==> src/rtl/rr_resource_arbiter.sv <==
// rr_resource_arbiter: round-robin owner selection for one shared resource, with a hold limit
// and a mandatory all-zero release cycle between owners.
module rr_resource_arbiter #(
  parameter int N        = 4,
  parameter int ID_W     = 2,
  parameter int HOLD_W   = 8,
  parameter int MAX_HOLD = 16
) (
  input  logic            clk,
  input  logic            rst_n,
  input  logic [N-1:0]    req,
  output logic [N-1:0]    gnt,
  output logic            gnt_valid,
  output logic [ID_W-1:0] gnt_id,
  output logic            timeout,
  output logic            busy
);
  typedef enum logic [1:0] {IDLE = 2'b00, GRANT = 2'b01, RELEASE = 2'b10} state_t;
  localparam logic [HOLD_W-1:0] LIMIT = HOLD_W'(MAX_HOLD - 1);
  state_t state, state_d;
  logic [ID_W-1:0] ptr, ptr_d, owner, owner_d, sel, id_d;
  logic [HOLD_W-1:0] hold_cnt, hold_d;
  logic [N-1:0] gnt_d;
  logic [2*N-1:0] rot;
  logic gv_d, to_d, found;
  assign rot = {req, req} >> ptr;
  always_comb begin
    sel = '0;
    found = 1'b0;
    for (int i = 0; i < N; i++) begin
      if (!found && rot[i]) begin
        found = 1'b1;
        sel = ID_W'((int'(ptr) + i) % N);
      end
    end
  end
  // A dropped request wins over the hold limit, so timeout only fires while req is still high.
  always_comb begin
    state_d = state;
    ptr_d = ptr;
    owner_d = owner;
    hold_d = hold_cnt;
    gnt_d = gnt;
    gv_d = gnt_valid;
    id_d = gnt_id;
    to_d = 1'b0;
    case (state)
      IDLE: if (found) begin
        state_d = GRANT;
        owner_d = sel;
        id_d = sel;
        gnt_d = N'(1) << sel;
        gv_d = 1'b1;
        hold_d = '0;
      end
      GRANT: begin
        hold_d = &hold_cnt ? hold_cnt : hold_cnt + 1'b1;
        if (!req[owner] || (MAX_HOLD != 0 && hold_cnt == LIMIT)) begin
          state_d = RELEASE;
          gnt_d = '0;
          gv_d = 1'b0;
          id_d = '0;
          to_d = req[owner];
        end
      end
      RELEASE: begin
        state_d = IDLE;
        ptr_d = (int'(owner) == N - 1) ? '0 : owner + 1'b1;
        gnt_d = '0;
        gv_d = 1'b0;
        id_d = '0;
      end
      default: begin
        state_d = IDLE;
        gnt_d = '0;
        gv_d = 1'b0;
        id_d = '0;
      end
    endcase
  end
  always_ff @(posedge clk or negedge rst_n) begin
    if (!rst_n) begin
      state <= IDLE;
      ptr <= '0;
      owner <= '0;
      hold_cnt <= '0;
      gnt <= '0;
      gnt_valid <= 1'b0;
      gnt_id <= '0;
      timeout <= 1'b0;
    end else begin
      state <= state_d;
      ptr <= ptr_d;
      owner <= owner_d;
      hold_cnt <= hold_d;
      gnt <= gnt_d;
      gnt_valid <= gv_d;
      gnt_id <= id_d;
      timeout <= to_d;
    end
  end
  assign busy = (state == GRANT) || (state == RELEASE);
endmodule

==> config.mk <==
export PLATFORM = sky130hd
export DESIGN_NAME = rr_resource_arbiter
export DESIGN_NICKNAME = d
export VERILOG_FILES = /design/src/rtl/rr_resource_arbiter.sv
export SDC_FILE = /design/constraint.sdc
export NUM_CORES = 1
export LEC_CHECK = 0
export BUFFER_PORTS_ARGS = -buffer_cell sky130_fd_sc_hd__buf_4
export CELL_PAD_IN_SITES_DETAIL_PLACEMENT = 1
export CELL_PAD_IN_SITES_GLOBAL_PLACEMENT = 1
export CORE_ASPECT_RATIO = 0.9
export CORE_MARGIN = 4
export CORE_UTILIZATION = 39
export CTS_CLUSTER_DIAMETER = 120
export DETAILED_ROUTE_END_ITERATION = 10
export GPL_ROUTABILITY_DRIVEN = 0
export GPL_TIMING_DRIVEN = 0
export PLACE_DENSITY_LB_ADDON = 0.1
export SYNTH_ARGS = -nofsm -noshare
export SYNTH_HDL_FRONTEND = slang
export SYNTH_SLANG_ARGS = --single-unit
==> constraint.sdc <==
create_clock -name clk -period 1.9 [get_ports clk]
set_input_delay 0.57 -clock clk [delete_from_list [all_inputs] [get_ports clk]]
set_output_delay 0.57 -clock clk [all_outputs]
set_load 0.01 [all_outputs]
Word level (Yosys, flattened, before mapping)
Cells that the tools add are included.
{ "op_classes": {"n_addsub": 5, "multipliers": 0, "n_div": 0, "n_lt_le_gt_ge": 1, "n_eq_ne": 7, "shift": 2, "n_mux": 28, "bitwise": 0, "n_reduce_logical": 15} }
{ "ops": {"columns": ["operator", "count"], "rows": [
  ["$mux 2", 9],
  ["$mux 8", 2],
  ["$pmux 8 s2", 1],
  ["$mux 1", 9],
  ["$add 8x1->8 const B", 1],
  ["$eq 8x4->1 const B", 1],
  ["$mux 4", 2],
  ["$pmux 2 s2", 2],
  ["$pmux 4 s2", 1],
  ["$reduce_and 8->1", 1],
  ["$shr 8x2->4", 1],
  ["$ne 2x2->1 const B", 3],
  ["$add 2x1->2 const B", 2],
  ["$add 2x2->2 const B", 2],
  ["$eq 2x1->1 const B", 2],
  ["$logic_not 1->1", 4],
  ["$reduce_and 2->1", 2],
  ["$shl 1x2->4 const A", 1],
  ["$logic_and 1x1->1", 3],
  ["$lt 2x3->1 const B", 1],
  ["$reduce_and 3->1", 1],
  ["$bmux 1 s2", 1],
  ["$eq 2x2->1 const B", 1],
  ["$logic_not 2->1", 1],
  ["3 further kinds", 4]
]} }
{ "word_totals": {"ff_bits": 22, "latch_bits": 0, "ram_bits": 0, "rom_bits": 0, "in_bits": 6, "out_inout_bits": 9, "wordCells": 66, "mem_count": 0} }

Logic depth before layout (Yosys ltp)
{ "depth": {"ltp_word": 14, "depth_mapped": 8, "mapped_depth_nobuf": 6} }

Least setup slack after synthesis
OpenSTA, ideal clock, no wires.
{ "synth_timing": {"path_type": "register to register", "startpoint": "reg state[0]", "endpoint": "reg hold_cnt[0]", "setup_ns": 0.125, "t_arrival_ns": 1.875, "required_time_ns": 1.775, "path_slack_ns": -0.100, "stages_incl_launch_ff": 9, "n_path_buf": 2, "period_less_slack_ns": 2.000, "path_cell_list": "dfrtp_1 -> inv_1 -> ha_1 -> clkbuf_1 -> or2_2 -> o31a_1 -> and3_1 -> clkbuf_1 -> mux2_2"} }
{ "synth_via": {"elab_chain_cells": 3, "word_cells_on_any_way": 7, "classes_between": "eq/ne: 3; mux: 1; reduce/logical: 3"} }
{ "synth_rtl": {"columns": ["element", "line_no", "source"], "rows": [
  ["start: declaration", "20", "state_t state, state_d;"],
  ["start signal: assignment", "92", "state <= state_d;"],
  ["$eq 2x1->1 / $logic_not 2->1 (equally long branches)", "47", "case (state)"],
  ["$ne 2x2->1 (no source line) / $reduce_bool 2->1 (equally long branches)", null, null],
  ["$reduce_and 3->1 (no source line)", null, null],
  ["end signal: assignment", "95", "hold_cnt <= hold_d;"],
  ["end: declaration", "22", "logic [HOLD_W-1:0] hold_cnt, hold_d;"]
]} }
Several ways; a longest one is shown, not always the timed one.
A chain may end at the register's enable or synchronous reset.

Worst setup path after layout
{ "layout_timing": {"startpoint": "reg hold_cnt[6]", "endpoint": "reg state[0]"} }
{ "layout_via": {"elab_chain_cells": 4} }
{ "layout_rtl": {"columns": ["element", "line_no", "source"], "rows": [
  ["$eq 8x4->1", "58", "if (!req[owner] || (MAX_HOLD != 0 && hold_cnt == LIMIT)) begin"],
  ["$logic_or 1x1->1", "58", null],
  ["$ne 2x2->1 (no source line)", null, null],
  ["$reduce_and 2->1 (no source line)", null, null]
]} }
Every way passes these cells.

==> impl_metrics.toml <==
[status]
status = "completed"

[floorplan]
core_area_sq_um = 2860
rows = 18
die_area_sq_um = 4080
pin_count = 15
dieWidth_um = 66.9
start_util_pct = 42.6
die_y_um = 61.0

[timing]
fin_ws_ps = 83.9
clock.fmax_mhz = 551
min_period_ps = 1820
setup_viol = 0
slew_headroom_pct = 60.8
hold_violations = 0
worst_pin_slew_ps = 582
post-route-period-util_pct = 95.6
finClkSkew_ps = 15.6
finalSetupTns_ps = 0
report.final.slew_viol_count = 0
whs_ps = 109

[detailed_routing]
first_iter_violations = 25
drc = 0
dr.pass1.iters = 4
via_per_inst = 5.58
vias = 1043
wirelength_um = 3120
antenna_left = 0
detail_route.wl_per_cell_um = 16.7

[logic_synthesis]
synth-main-ff-cell = "dfrtp_1"
ys_seq_area_share_pct = 43.1
ys_types = 42
syn_inst = 124
synth_seq_cells = 21
synth_edf_count = 0
ys_async_sr_fraction_pct = 100
syn_area_per_cell_sq_um = 9.83
synth_warnings = 0
synth_area_sq_um = 1220
syn_nets = 135

[job]
maxCapViolCount = 0

[final_layout]
final_net_count = 159
seq_area_sq_um = 526
stdcell_count = 187
finalInstanceArea_sq_um = 1550
areaGrowthSynthToFinish_pct = 26.8
multiInputGateArea_sq_um = 726
n_antenna_cell = 0
drive_gt1_share_pct = 37.4
utilization_pct = 54.0
n_fill_cell = 336

[clock_network]
cts_root_buffer = "clkbuf_4"
cts_sinks = 21
clock_latency_ps = 320
holdBufCountCts = 0
cts_buffers = 3
cts_tree = "done"
htreeDepth = 1
path_clk_slew_ps = 130
cts_buffer_depth = 2

[worst_hold_path]
hold_class = "input pin to asynchronous set/reset pin"

[global_route]
grt_pass1_vias = 1118
grt_overflow = 0
grt_max_degree = 22
antenna_found_initial = 0
grt_pass1_wl_um = 5240
grt_usage_pct = 17.2

[place]
place_ws_ps = -425
dp.cells = 178
portBuffers = 14
placed_cell_area_sq_um = 1390
dp_hpwl_um = 2200

[critical_path]
cp_cell_sequence = "or3_1 -> or3_4 -> buf_6 -> buf_4 -> a21oi_1 -> o22a_2"
cp-start-kind = "flop"
max_stage_delay_ps = 440
arrival_ps = 2070
crit_type = "flop to flop"
path_buf_inv = 2
crit_path_top_delay_cell = "dfrtp_1"
r2r.worst_path.cells = 6
cp_max_fo = 7
cp-end-kind = "flop"
cp_top_family = "simple AND/OR/NAND/NOR gates"
required_ps = 2150
crit_cells = 6

[pwr]
ir_drop_mv = 0.855
finalPower_mw = 2.11
leakagePower_nw = 0.707
power.density_nw_per_um2 = 1360
==> metal layers <==
metal / vias up / wire length, um / GRT usage, %
li1: 497 / - / -
met5: - / 0 / 0
met1: 528 / 1470 / 22.7
met4: 0 / 37 / 3.47
met3: 4 / 118 / 4.38
met2: 14 / 1490 / 29.0
==> path summary, 6_finish.rpt <==
path,startpoint,endpoint,slack [ps]
worst max-delay path,hold_cnt[6],state[0],80
min in group clk,gnt_id[0],gnt_id[0],510
max in group asynchronous,rst_n,state[1],1560
worst max register to register,hold_cnt[6],state[0],80
worst min register to register,gnt_id[0],gnt_id[0],510
worst min-delay path,rst_n,gnt[2],110
==> power breakdown <==
group	internal [mW]	switching (mW)	total [mW]
registers	0.569	0.110	0.679
logic	0.589	0.616	1.21
clock network	0.0787	0.143	0.222
==> state kept, by name, summed over array words and instances (netlist names) <==
name      flops
gnt_id        2
gnt           4
owner         2
hold_cnt      8
state         2
timeout       1
ptr           2
==> timing repair <==
action	in CTS	in global routing
gates cloned	0	0
buffers inserted	5	2
pin swaps	0	3
hold endpoints to repair	0	0
resized for setup	5	16
setup endpoints to repair	14	12
==> area by class of cell <==
class / count / share of cell area, %
multi-input combinational: 91 / 47.0
sequential: 21 / 34.0
buffer: 3 / 2.11
inverter: 7 / 1.70
timing repair buffer: 21 / 10.2
tap: 40 / 3.24
clock buffer: 3 / 1.46
clock inverter: 1 / 0.324
==> placed cells by master, fill, tap and decap left out, drive strengths merged, types with 5 or more instances in the layout <==
| master | synthesis | final |
|---|---|---|
| buf | 2 | 23 |
| dfrtp | 21 | 21 |
| nand2 | 14 | 14 |
| nand3 | 8 | 8 |
| inv | 7 | 7 |
| a22o | 6 | 6 |
| nor2 | 5 | 5 |
| nor2b | 5 | 5 |
| ha | 5 | 5 |
==> Yosys cell counts (2+ instances only) <==
cell / n / area, sq um
ha_1: 5 / 62.6
mux2_2: 3 / 33.8
o2bb2ai_1: 2 / 17.5
nor3_1: 2 / 10.0
a22o_1: 4 / 35.0
clkbuf_1: 3 / 11.3
and3_1: 2 / 12.5
nand4_1: 2 / 12.5
a31o_2: 3 / 26.3
or2_2: 2 / 12.5
nand2b_1: 3 / 18.8
or3_1: 2 / 12.5
nor2_1: 5 / 18.8
nand3_1: 8 / 40.0
dfrtp_1: 21 / 526
o21ai_0: 4 / 20.0
mux2i_1: 2 / 20.0
nor2b_1: 5 / 31.3
a22o_2: 2 / 20.0
inv_1: 7 / 26.3
nand2_1: 14 / 52.6
o32ai_1: 3 / 26.3
==> logic make-up after synthesis <==
logic type	share of synthesized area, %
compound gates	19.8
mux	4.41
buf+inv	4.41
simple gates	23.1
fa+ha+maj	5.13
flops	43.1
(Power assumes the default switching activity.)
